File: config.mk
export PLATFORM = sky130hd
export DESIGN_NAME = better_neighbor_scan_flat
export DESIGN_NICKNAME = d
export VERILOG_FILES = /design/src/rtl/better_neighbor_scan_pkg.sv /design/src/rtl/better_neighbor_scan_if.sv /design/src/rtl/better_neighbor_scan_max_update.sv /design/src/rtl/better_neighbor_scan.sv /design/src/flat_wrapper.sv
export SDC_FILE = /design/constraint.sdc
export NUM_CORES = 1
export LEC_CHECK = 0
export ABC_AREA = 1
export CAP_MARGIN = 25
export CORE_MARGIN = 3
export CORE_UTILIZATION = 35
export DETAILED_ROUTE_END_ITERATION = 8
export PLACE_DENSITY = 0.62
export SYNTH_ARGS = -nofsm -noshare
export SYNTH_HDL_FRONTEND = slang
export SYNTH_SLANG_ARGS = --single-unit
File: constraint.sdc
create_clock -name clock -period 21 [get_ports clock]
set_input_delay 4.2 -clock clock [delete_from_list [all_inputs] [get_ports clock]]
set_output_delay 4.2 -clock clock [all_outputs]
set_load 0.1 [all_outputs]
File: src/rtl/better_neighbor_scan_pkg.sv
// rtl/better_neighbor_scan_pkg.sv - shared constants, state encoding and address helpers for the neighbour scan
package better_neighbor_scan_pkg;

  localparam int WORD_WIDTH = 16;
  typedef logic [WORD_WIDTH-1:0] word_t;

  localparam word_t NCOUNT_ADDR   = 16'h0600;
  localparam word_t NTABLE_BASE   = 16'h0602;
  localparam word_t BETTER_BASE   = 16'h0668;
  localparam word_t BCOUNT_ADDR   = 16'h068C;
  localparam word_t MAX_NEIGHBORS = 16'd18;
  localparam word_t NONE_ID       = 16'd301;

  typedef enum logic [3:0] {
    S_IDLE,
    S_RDCNT,
    S_RDID,
    S_RDVAL,
    S_CMP,
    S_WRB,
    S_NEXT,
    S_WRCNT,
    S_FIN
  } state_t;

  // Entry idx occupies two words: ID at +0, value at +2.
  function automatic word_t entry_addr(input word_t idx);
    return NTABLE_BASE + {idx[13:0], 2'b00};
  endfunction

  function automatic word_t better_addr(input word_t k);
    return BETTER_BASE + {k[14:0], 1'b0};
  endfunction

endpackage

File: src/rtl/better_neighbor_scan_if.sv
// rtl/better_neighbor_scan_if.sv - control, result and shared-memory signals of the neighbour scan
interface better_neighbor_scan_if;
  import better_neighbor_scan_pkg::*;

  logic  start_scan;
  word_t mybest;
  word_t MY_NODE_ID;
  word_t data_in;
  word_t address;
  word_t data_out;
  logic  wr_en;
  word_t besthop;
  word_t bestvalue;
  word_t bestneighborID;
  word_t betterNeighborCount;
  logic  done_scan;

  modport slave (
    input  start_scan, mybest, MY_NODE_ID, data_in,
    output address, data_out, wr_en, besthop, bestvalue, bestneighborID,
           betterNeighborCount, done_scan
  );

  modport master (
    output start_scan, mybest, MY_NODE_ID, data_in,
    input  address, data_out, wr_en, besthop, bestvalue, bestneighborID,
           betterNeighborCount, done_scan
  );

endinterface

File: src/rtl/better_neighbor_scan_max_update.sv
// rtl/better_neighbor_scan_max_update.sv - decides whether a neighbour displaces the held besthop / best value
// BNS_TIEBREAK_LOW_ID_EN: equal values are won by the lower ID instead of the first seen (or self).
module better_neighbor_scan_max_update
  import better_neighbor_scan_pkg::*;
(
  input  word_t i_value,
  input  word_t i_id,
  input  logic  i_hop_valid,
  input  word_t i_hop_value,
  input  word_t i_hop_id,
  input  word_t i_best_value,
  input  word_t i_best_id,
  output logic  o_take_hop,
  output logic  o_take_best
);

`ifdef BNS_TIEBREAK_LOW_ID_EN
  assign o_take_hop  = !i_hop_valid || (i_value > i_hop_value) ||
                       ((i_value == i_hop_value) && (i_id < i_hop_id));
  assign o_take_best = (i_value > i_best_value) ||
                       ((i_value == i_best_value) && (i_id < i_best_id));
`else
  assign o_take_hop  = !i_hop_valid || (i_value > i_hop_value);
  assign o_take_best = (i_value > i_best_value);
  // Held IDs only matter for tie-breaking.
  logic w_unused_ids;
  assign w_unused_ids = ^{i_hop_id, i_best_id};
`endif

endmodule

File: src/rtl/better_neighbor_scan.sv
// rtl/better_neighbor_scan.sv - walks the neighbour table, lists strictly better neighbours and tracks the best hop
// BNS_TIEBREAK_LOW_ID_EN selects lower-ID tie-breaking in the max update.
module better_neighbor_scan
  import better_neighbor_scan_pkg::*;
(
  input  logic clock,
  input  logic rst,
  better_neighbor_scan_if.slave bus
);

  state_t r_state, w_state_nxt;
  word_t  r_address,  w_address_nxt;
  word_t  r_data_out, w_data_out_nxt;
  logic   r_wr_en,    w_wr_en_nxt;
  word_t  r_besthop,  w_besthop_nxt;
  word_t  r_hop_val,  w_hop_val_nxt;
  logic   r_hop_valid, w_hop_valid_nxt;
  word_t  r_bestvalue, w_bestvalue_nxt;
  word_t  r_bestid,   w_bestid_nxt;
  word_t  r_bcount,   w_bcount_nxt;
  logic   r_done,     w_done_nxt;
  word_t  r_n,        w_n_nxt;
  word_t  r_i,        w_i_nxt;
  word_t  r_k,        w_k_nxt;
  word_t  r_id,       w_id_nxt;
  word_t  r_v,        w_v_nxt;

  word_t  w_n_clamped;
  word_t  w_i_inc;
  logic   w_take_hop;
  logic   w_take_best;

  assign w_n_clamped = (bus.data_in > MAX_NEIGHBORS) ? MAX_NEIGHBORS : bus.data_in;
  assign w_i_inc     = r_i + 16'd1;

  better_neighbor_scan_max_update u_max_update (
    .i_value      (r_v),
    .i_id         (r_id),
    .i_hop_valid  (r_hop_valid),
    .i_hop_value  (r_hop_val),
    .i_hop_id     (r_besthop),
    .i_best_value (r_bestvalue),
    .i_best_id    (r_bestid),
    .o_take_hop   (w_take_hop),
    .o_take_best  (w_take_best)
  );

  always_ff @(posedge clock or posedge rst) begin
    if (rst) begin
      r_state <= S_IDLE;
    end else begin
      r_state <= w_state_nxt;
    end
  end

  always_ff @(posedge clock or posedge rst) begin
    if (rst) begin
      r_address   <= '0;
      r_data_out  <= '0;
      r_wr_en     <= 1'b0;
      r_besthop   <= NONE_ID;
      r_hop_val   <= '0;
      r_hop_valid <= 1'b0;
      r_bestvalue <= '0;
      r_bestid    <= '0;
      r_bcount    <= '0;
      r_done      <= 1'b0;
      r_n         <= '0;
      r_i         <= '0;
      r_k         <= '0;
      r_id        <= '0;
      r_v         <= '0;
    end else begin
      r_address   <= w_address_nxt;
      r_data_out  <= w_data_out_nxt;
      r_wr_en     <= w_wr_en_nxt;
      r_besthop   <= w_besthop_nxt;
      r_hop_val   <= w_hop_val_nxt;
      r_hop_valid <= w_hop_valid_nxt;
      r_bestvalue <= w_bestvalue_nxt;
      r_bestid    <= w_bestid_nxt;
      r_bcount    <= w_bcount_nxt;
      r_done      <= w_done_nxt;
      r_n         <= w_n_nxt;
      r_i         <= w_i_nxt;
      r_k         <= w_k_nxt;
      r_id        <= w_id_nxt;
      r_v         <= w_v_nxt;
    end
  end

  always_comb begin
    w_state_nxt     = r_state;
    w_address_nxt   = r_address;
    w_data_out_nxt  = r_data_out;
    w_wr_en_nxt     = r_wr_en;
    w_besthop_nxt   = r_besthop;
    w_hop_val_nxt   = r_hop_val;
    w_hop_valid_nxt = r_hop_valid;
    w_bestvalue_nxt = r_bestvalue;
    w_bestid_nxt    = r_bestid;
    w_bcount_nxt    = r_bcount;
    w_done_nxt      = r_done;
    w_n_nxt         = r_n;
    w_i_nxt         = r_i;
    w_k_nxt         = r_k;
    w_id_nxt        = r_id;
    w_v_nxt         = r_v;

    unique case (r_state)
      S_IDLE: begin
        if (bus.start_scan) begin
          w_done_nxt    = 1'b0;
          w_address_nxt = NCOUNT_ADDR;
          w_n_nxt       = '0;
          w_i_nxt       = '0;
          w_k_nxt       = '0;
          w_id_nxt      = '0;
          w_v_nxt       = '0;
          w_state_nxt   = S_RDCNT;
        end
      end
      S_RDCNT: begin
        w_n_nxt         = w_n_clamped;
        w_i_nxt         = '0;
        w_k_nxt         = '0;
        w_bestvalue_nxt = bus.mybest;
        w_bestid_nxt    = bus.MY_NODE_ID;
        w_besthop_nxt   = NONE_ID;
        w_hop_val_nxt   = '0;
        w_hop_valid_nxt = 1'b0;
        if (w_n_clamped == '0) begin
          w_state_nxt = S_WRCNT;
        end else begin
          w_address_nxt = NTABLE_BASE;
          w_state_nxt   = S_RDID;
        end
      end
      S_RDID: begin
        w_id_nxt      = bus.data_in;
        w_address_nxt = r_address + 16'd2;
        w_state_nxt   = S_RDVAL;
      end
      S_RDVAL: begin
        w_v_nxt     = bus.data_in;
        w_state_nxt = S_CMP;
      end
      S_CMP: begin
        if (w_take_hop) begin
          w_besthop_nxt   = r_id;
          w_hop_val_nxt   = r_v;
          w_hop_valid_nxt = 1'b1;
        end
        if (w_take_best) begin
          w_bestvalue_nxt = r_v;
          w_bestid_nxt    = r_id;
        end
        if (r_v > bus.mybest) begin
          w_data_out_nxt = r_id;
          w_address_nxt  = better_addr(r_k);
          w_wr_en_nxt    = 1'b1;
          w_k_nxt        = r_k + 16'd1;
          w_state_nxt    = S_WRB;
        end else begin
          w_state_nxt = S_NEXT;
        end
      end
      S_WRB: begin
        w_wr_en_nxt = 1'b0;
        w_state_nxt = S_NEXT;
      end
      S_NEXT: begin
        w_i_nxt = w_i_inc;
        if (w_i_inc == r_n) begin
          w_state_nxt = S_WRCNT;
        end else begin
          w_address_nxt = entry_addr(w_i_inc);
          w_state_nxt   = S_RDID;
        end
      end
      S_WRCNT: begin
        w_address_nxt  = BCOUNT_ADDR;
        w_data_out_nxt = r_k;
        w_wr_en_nxt    = 1'b1;
        w_bcount_nxt   = r_k;
        w_state_nxt    = S_FIN;
      end
      S_FIN: begin
        w_wr_en_nxt = 1'b0;
        w_done_nxt  = 1'b1;
        w_state_nxt = S_IDLE;
      end
      default: begin
        w_wr_en_nxt = 1'b0;
        w_state_nxt = S_IDLE;
      end
    endcase
  end

  assign bus.address             = r_address;
  assign bus.data_out            = r_data_out;
  assign bus.wr_en               = r_wr_en;
  assign bus.besthop             = r_besthop;
  assign bus.bestvalue           = r_bestvalue;
  assign bus.bestneighborID      = r_bestid;
  assign bus.betterNeighborCount = r_bcount;
  assign bus.done_scan           = r_done;

endmodule

File: src/flat_wrapper.sv
// flat-port wrapper written by rule: the top's interface ports become plain ports
module better_neighbor_scan_flat import better_neighbor_scan_pkg::*;
  (clock, rst, bus_start_scan, bus_mybest, bus_MY_NODE_ID, bus_data_in, bus_address, bus_data_out, bus_wr_en, bus_besthop, bus_bestvalue, bus_bestneighborID, bus_betterNeighborCount, bus_done_scan);
  better_neighbor_scan_if bus_i ();
  input  logic clock;
  input  logic rst;
  input wire logic [$bits(bus_i.start_scan)-1:0] bus_start_scan;
  input wire logic [$bits(bus_i.mybest)-1:0] bus_mybest;
  input wire logic [$bits(bus_i.MY_NODE_ID)-1:0] bus_MY_NODE_ID;
  input wire logic [$bits(bus_i.data_in)-1:0] bus_data_in;
  output wire logic [$bits(bus_i.address)-1:0] bus_address;
  output wire logic [$bits(bus_i.data_out)-1:0] bus_data_out;
  output wire logic [$bits(bus_i.wr_en)-1:0] bus_wr_en;
  output wire logic [$bits(bus_i.besthop)-1:0] bus_besthop;
  output wire logic [$bits(bus_i.bestvalue)-1:0] bus_bestvalue;
  output wire logic [$bits(bus_i.bestneighborID)-1:0] bus_bestneighborID;
  output wire logic [$bits(bus_i.betterNeighborCount)-1:0] bus_betterNeighborCount;
  output wire logic [$bits(bus_i.done_scan)-1:0] bus_done_scan;
  assign bus_i.start_scan = bus_start_scan;
  assign bus_i.mybest = bus_mybest;
  assign bus_i.MY_NODE_ID = bus_MY_NODE_ID;
  assign bus_i.data_in = bus_data_in;
  assign bus_address = bus_i.address;
  assign bus_data_out = bus_i.data_out;
  assign bus_wr_en = bus_i.wr_en;
  assign bus_besthop = bus_i.besthop;
  assign bus_bestvalue = bus_i.bestvalue;
  assign bus_bestneighborID = bus_i.bestneighborID;
  assign bus_betterNeighborCount = bus_i.betterNeighborCount;
  assign bus_done_scan = bus_i.done_scan;
  better_neighbor_scan u_core (.clock(clock), .rst(rst), .bus(bus_i));
endmodule
### Yosys cells after proc, flatten, opt, wreduce, memory -nomap -nowiden

Index checks and enable logic that the tools add are counted.

* bits in registers: 199
* bits of input ports: 51
* output and inout port bits: 98
* word-level logic and storage cells: 100

* add/sub/neg operators: 5
* $lt $le $gt $ge: 4
* eq/ne operators: 15
* multiplexer cells: 34
* bitwise operators: 1
* reductions and logical operators: 25

Operator list (number)
* one-hot mux 16 bit (2 select lines): 8
* 2-to-1 mux 16 bit: 12
* one-hot mux 16 bit (3 select lines): 2
* one-hot mux 16 bit (6 select lines): 1
* greater-than comparator 16 bit: 3
* adder 11 x 16 -> 16 bit, first input constant: 2
* adder 16 x 1 -> 16 bit, second input constant: 2
* one-hot mux 4 bit (8 select lines): 1
* AND reduction 2 bit: 9
* adder 16 x 2 -> 16 bit, second input constant: 1
* == test 16 bit: 1
* == test 4 x 3 -> 1 bit, second input constant: 4
* greater-than comparator 16 x 5 -> 1 bit, second input constant: 1
* zero test 16 bit: 1
* nonzero test 2 bit: 6
* inequality test 2 bit, second input constant: 5
* == test 4 x 2 -> 1 bit, second input constant: 2
* 2-to-1 mux 3 bit: 2
* nonzero test 3 bit: 2
* nonzero test 6 bit: 1
* AND reduction 5 bit: 1
* OR reduction 5 bit: 1
* == test 4 x 1 -> 1 bit, second input constant: 1
* == test 4 bit, second input constant: 1
* other kinds (11): 14

### Longest topological paths before layout

* depth in word-level cells: 5
* mapped depth: 17
* mapped depth without buffers: 16

### By module

A second synthesis with hierarchy kept.

* cells, all modules: 1462
* area, all modules: 11088.1 µm²

By module, submodules not included
* better_neighbor_scan: times used 1, cells each 1325, area each 10224.8 µm², seq. area each 4961.0 µm²
* better_neighbor_scan_max_update: times used 1, cells each 137, area each 863.3 µm², seq. area each 0.0 µm²

### Least setup slack after synthesis

No wires, ideal clock.

* path type: in2reg
* start point: in bus_mybest[3]
* end point: reg u_core.r_address[5], in the netlist u_core.bus.address[5]
* setup time: 123 ps
* arrival: 5808 ps
* required time: 20877 ps
* slack: 15069 ps
* cell stages on the path: 14
* path buffers: 1
* cell sequence: inv_1 -> ha_1 -> nand2_1 -> o21ai_0 -> nand2_1 -> nand2_1 -> nand2_1 -> nand2_1 -> nand2_1 -> a21oi_1 -> nand3_4 -> buf_6 -> nand2_1 -> nand2_1

* word-level cells in the longest chain between the ends: 3

Ends and longest elaborated chain
* start: declaration: RTL line flat_wrapper.sv:8 `input wire logic [$bits(bus_i.mybest)-1:0] bus_mybest;`
* greater-than comparator 16 bit: RTL line better_neighbor_scan.sv:158 `if (r_v > bus.mybest) begin`
* inequality test 2 x 1 -> 1 bit (no line)
* AND reduction 5 bit (no line)
* end signal: assignment: RTL line better_neighbor_scan.sv:74 `r_address <= w_address_nxt;`
* end: declaration: RTL line better_neighbor_scan.sv:12 `word_t r_address, w_address_nxt;`

No other way between the ends.
A chain may end at the register's enable or synchronous reset.

### Worst setup path after layout

* start point: in bus_mybest[9]
* end point: reg u_core.r_k[3]

* word-level cells in the longest chain between the ends: 3

Ends and longest elaborated chain
* greater-than comparator 16 bit: RTL line better_neighbor_scan.sv:158
* inequality test 2 x 1 -> 1 bit (no line)
* AND reduction 3 bit (no line)
* end signal: assignment: RTL line better_neighbor_scan.sv:86 `r_k <= w_k_nxt;`
* end: declaration: RTL line better_neighbor_scan.sv:24 `word_t r_k, w_k_nxt;`

No other way between the ends.

==> impl_metrics.ini <==
[sta]
period_needed_ns = 6.62
setup_viol = 0
max_freq_ghz = 0.151
fin_crit_sh_pct = 31.5
maxSlewHeadroom_pct = 27.7
fin_hold_ws_ns = 0.465
worst_pin_slew_ns = 1.08
hold_viol_final = 0
fin_skew_ns = 0.0203
rsz0062_at_grt = no
slew_violations = 0
final.setup.worst_slack_ns = 14.38
setup_tns_ns = 0

[detailed_routing]
drt_wl_total_um = 33200
antenna_left = 0
first_iter_violations = 901
firstDrtPassIters = 7
avgRoutedWirePerCell_um = 16.6
drc = 0
drt-vias-per-instance = 5.10
via_count = 10200

[floorplanning]
die_area_mm2 = 0.0338
die_w_um = 184
rows = 64
die_y_um = 184
io_pins = 149
coreArea_mm2 = 0.0309
initial_utilization_pct = 35.8

[synthesis]
synth_ff_type = dfrtp_1
ys_seq_area_share_pct = 44.8
ys_ff_latch = 198
avgSynthCellArea_um2 = 7.53
synth_cell_type_count = 38
synth_nets = 1576
async_reset_ff_share_pct = 100
synth_edf_count = 0
synth_cells = 1472
synth_area_leaders = dfrtp_1, nand2_1, inv_1
netlist.area_leader.share_pct = 43.6
synth.largest_area_cell = dfrtp_1
synth_area_mm2 = 0.0111
ys_warn_count = 0

[power]
power_mw = 2.22
peakVddDrop_mv = 0.156
leakagePower_nw = 6.65
power.density_mw_per_mm2 = 163

[placed_design]
place_area_mm2 = 0.0129
dp.cells = 1969
io_buffer_count = 147
place.gp.congestion = 0.889
pre_cts_slack_ns = 13.97
hpwlAfterDp_um = 24300

[final_layout]
multi_input_area_mm2 = 0.00519
fin_nets = 1698
layout.area.seq_mm2 = 0.00496
antenna_cells = 0
stdcell_area_mm2 = 0.0136
nFillCells = 3133
final_cells = 2003
mostFrequentLayoutCell = nand2_1
layout_common_cells = nand2_1, dfrtp_1, inv_1
drive_gt1_share_pct = 4.04
post-route-util_pct = 44.0
syn_to_final_growth_pct = 22.6

[setup_path]
cp-start-kind = input pin
required_ns = 21.32
crit_arrival_ns = 6.94
critPathMaxFanout = 24
endpoint_kind = flop
criticalPathCategory = in -> reg

[cts]
post_cts_resized = 0
cts-root-buf = clkbuf_16
cts_buffer_depth = 2
cts_tree = done
cts_buffers = 17
postCtsSetupRepairBufs = 0
cts_sinks = 198
clk_latency_ns = 0.45
hold_buffers = 0
clk_pin_slew_ns = 0.09
htreeDepth = 4

[global_route]
grt_pass1_wl_um = 53300
antenna_found_initial = 0
grt.total_usage_pct = 19.8
grt_max_degree = 125
grt_pass1_vias = 9746
grt-ovfl-total = 0

[flow_run]
drv_cap = 0

[min_path]
min_path_type = reg -> reg

[run_status]
status = complete, no violations
-- state kept, by name, indices dropped and copies added, names as in the netlist --
signal and count:
u_core.bus.address 15, u_core.bus.besthop 16, u_core.bus.bestneighborID 16, u_core.bus.bestvalue 16, u_core.bus.betterNeighborCount 16, u_core.bus.data_out 16
u_core.bus.done_scan 1, u_core.bus.wr_en 1, u_core.r_hop_val 16, u_core.r_hop_valid 1, u_core.r_i 16, u_core.r_id 16
u_core.r_k 16, u_core.r_n 16, u_core.r_state 4, u_core.r_v 16
-- cell type report --
cell class / instances / area share (%)
sequential: 198 / 36.5
clock buffer: 17 / 3.13
tap: 396 / 3.65
timing repair buffer: 158 / 11.6
clock inverter: 15 / 1.64
inverter: 187 / 5.22
multi-input combinational: 1032 / 38.2
-- layer usage --
layer | GRT usage [%] | part of all wire, % | wire length (um)
met5 | 0 | 0 | 0
met4 | 5.41 | 2.3 | 774
met3 | 3.88 | 5.8 | 1940
met2 | 30.5 | 45 | 14900
met1 | 28.5 | 47 | 15600
-- cell families (layout without fill, tap and decap cells) --
family	Yosys count	in the layout	share of synthesized area (%)
DFF	198	198	44.8
AOI/OAI and AO/OA	187	187	9.77
and+or+nand+nor	773	773	29.5
other	1	1	0.0338
buffers and inverters	242	377	8.40
adders and majority gates	53	53	5.99
xor gates and xnor gates	18	18	1.55
-- synthesized netlist by cell type, drive strengths merged (4+ instances only) --
cell type  number
buf            14
inv           185
xor2           14
o211ai          9
nand2         451
clkbuf         41
nor2          135
nand3b          6
a21oi          33
o31ai          13
ha             53
o22ai          44
dfrtp         193
nand4          36
dfstp           5
nor3           10
nand3         127
nor4            4
o21ai          75
-- report_power, final --
group / internal [mW] / switching (mW) / leakage [nW]
registers: 0.504 / 0.103 / 2.61
logic: 0.304 / 0.954 / 3.73
clock network: 0.176 / 0.176 / 0.310
total: 0.984 / 1.23 / 6.65
-- critical path, cell delays in order --
cell	delay, ns
clkdlybuf4s50_1	0.46
inv_1	0.07
ha_1	0.31
a21o_1	0.19
nand3_1	0.06
a21oi_1	0.06
nor2_1	0.15
nand2_1	0.09
nand2_1	0.16
nand2_1	0.12
nand2_1	0.59
inv_1	0.27
nand4_1	0.13
o21ai_0	0.08
-- final timing paths --
check / from / to / slack [ns] / cells past startpoint
setup / recovery: bus_mybest[9] / u_core.r_k[3] / 14.38 / 14
hold / removal: u_core.bus.besthop[2] / u_core.bus.besthop[2] / 0.47 / 2
setup reg to reg: u_core.r_state[2] / u_core.r_id[3] / 18.14 / 6
hold reg to reg: u_core.bus.besthop[2] / u_core.bus.besthop[2] / 0.47 / 2
max in group asynchronous: rst / u_core.bus.besthop[3] / 15.56 / 4
min in group asynchronous: rst / u_core.r_n[12] / 4.33 / 2
Power figures use the tool's default switching activity.
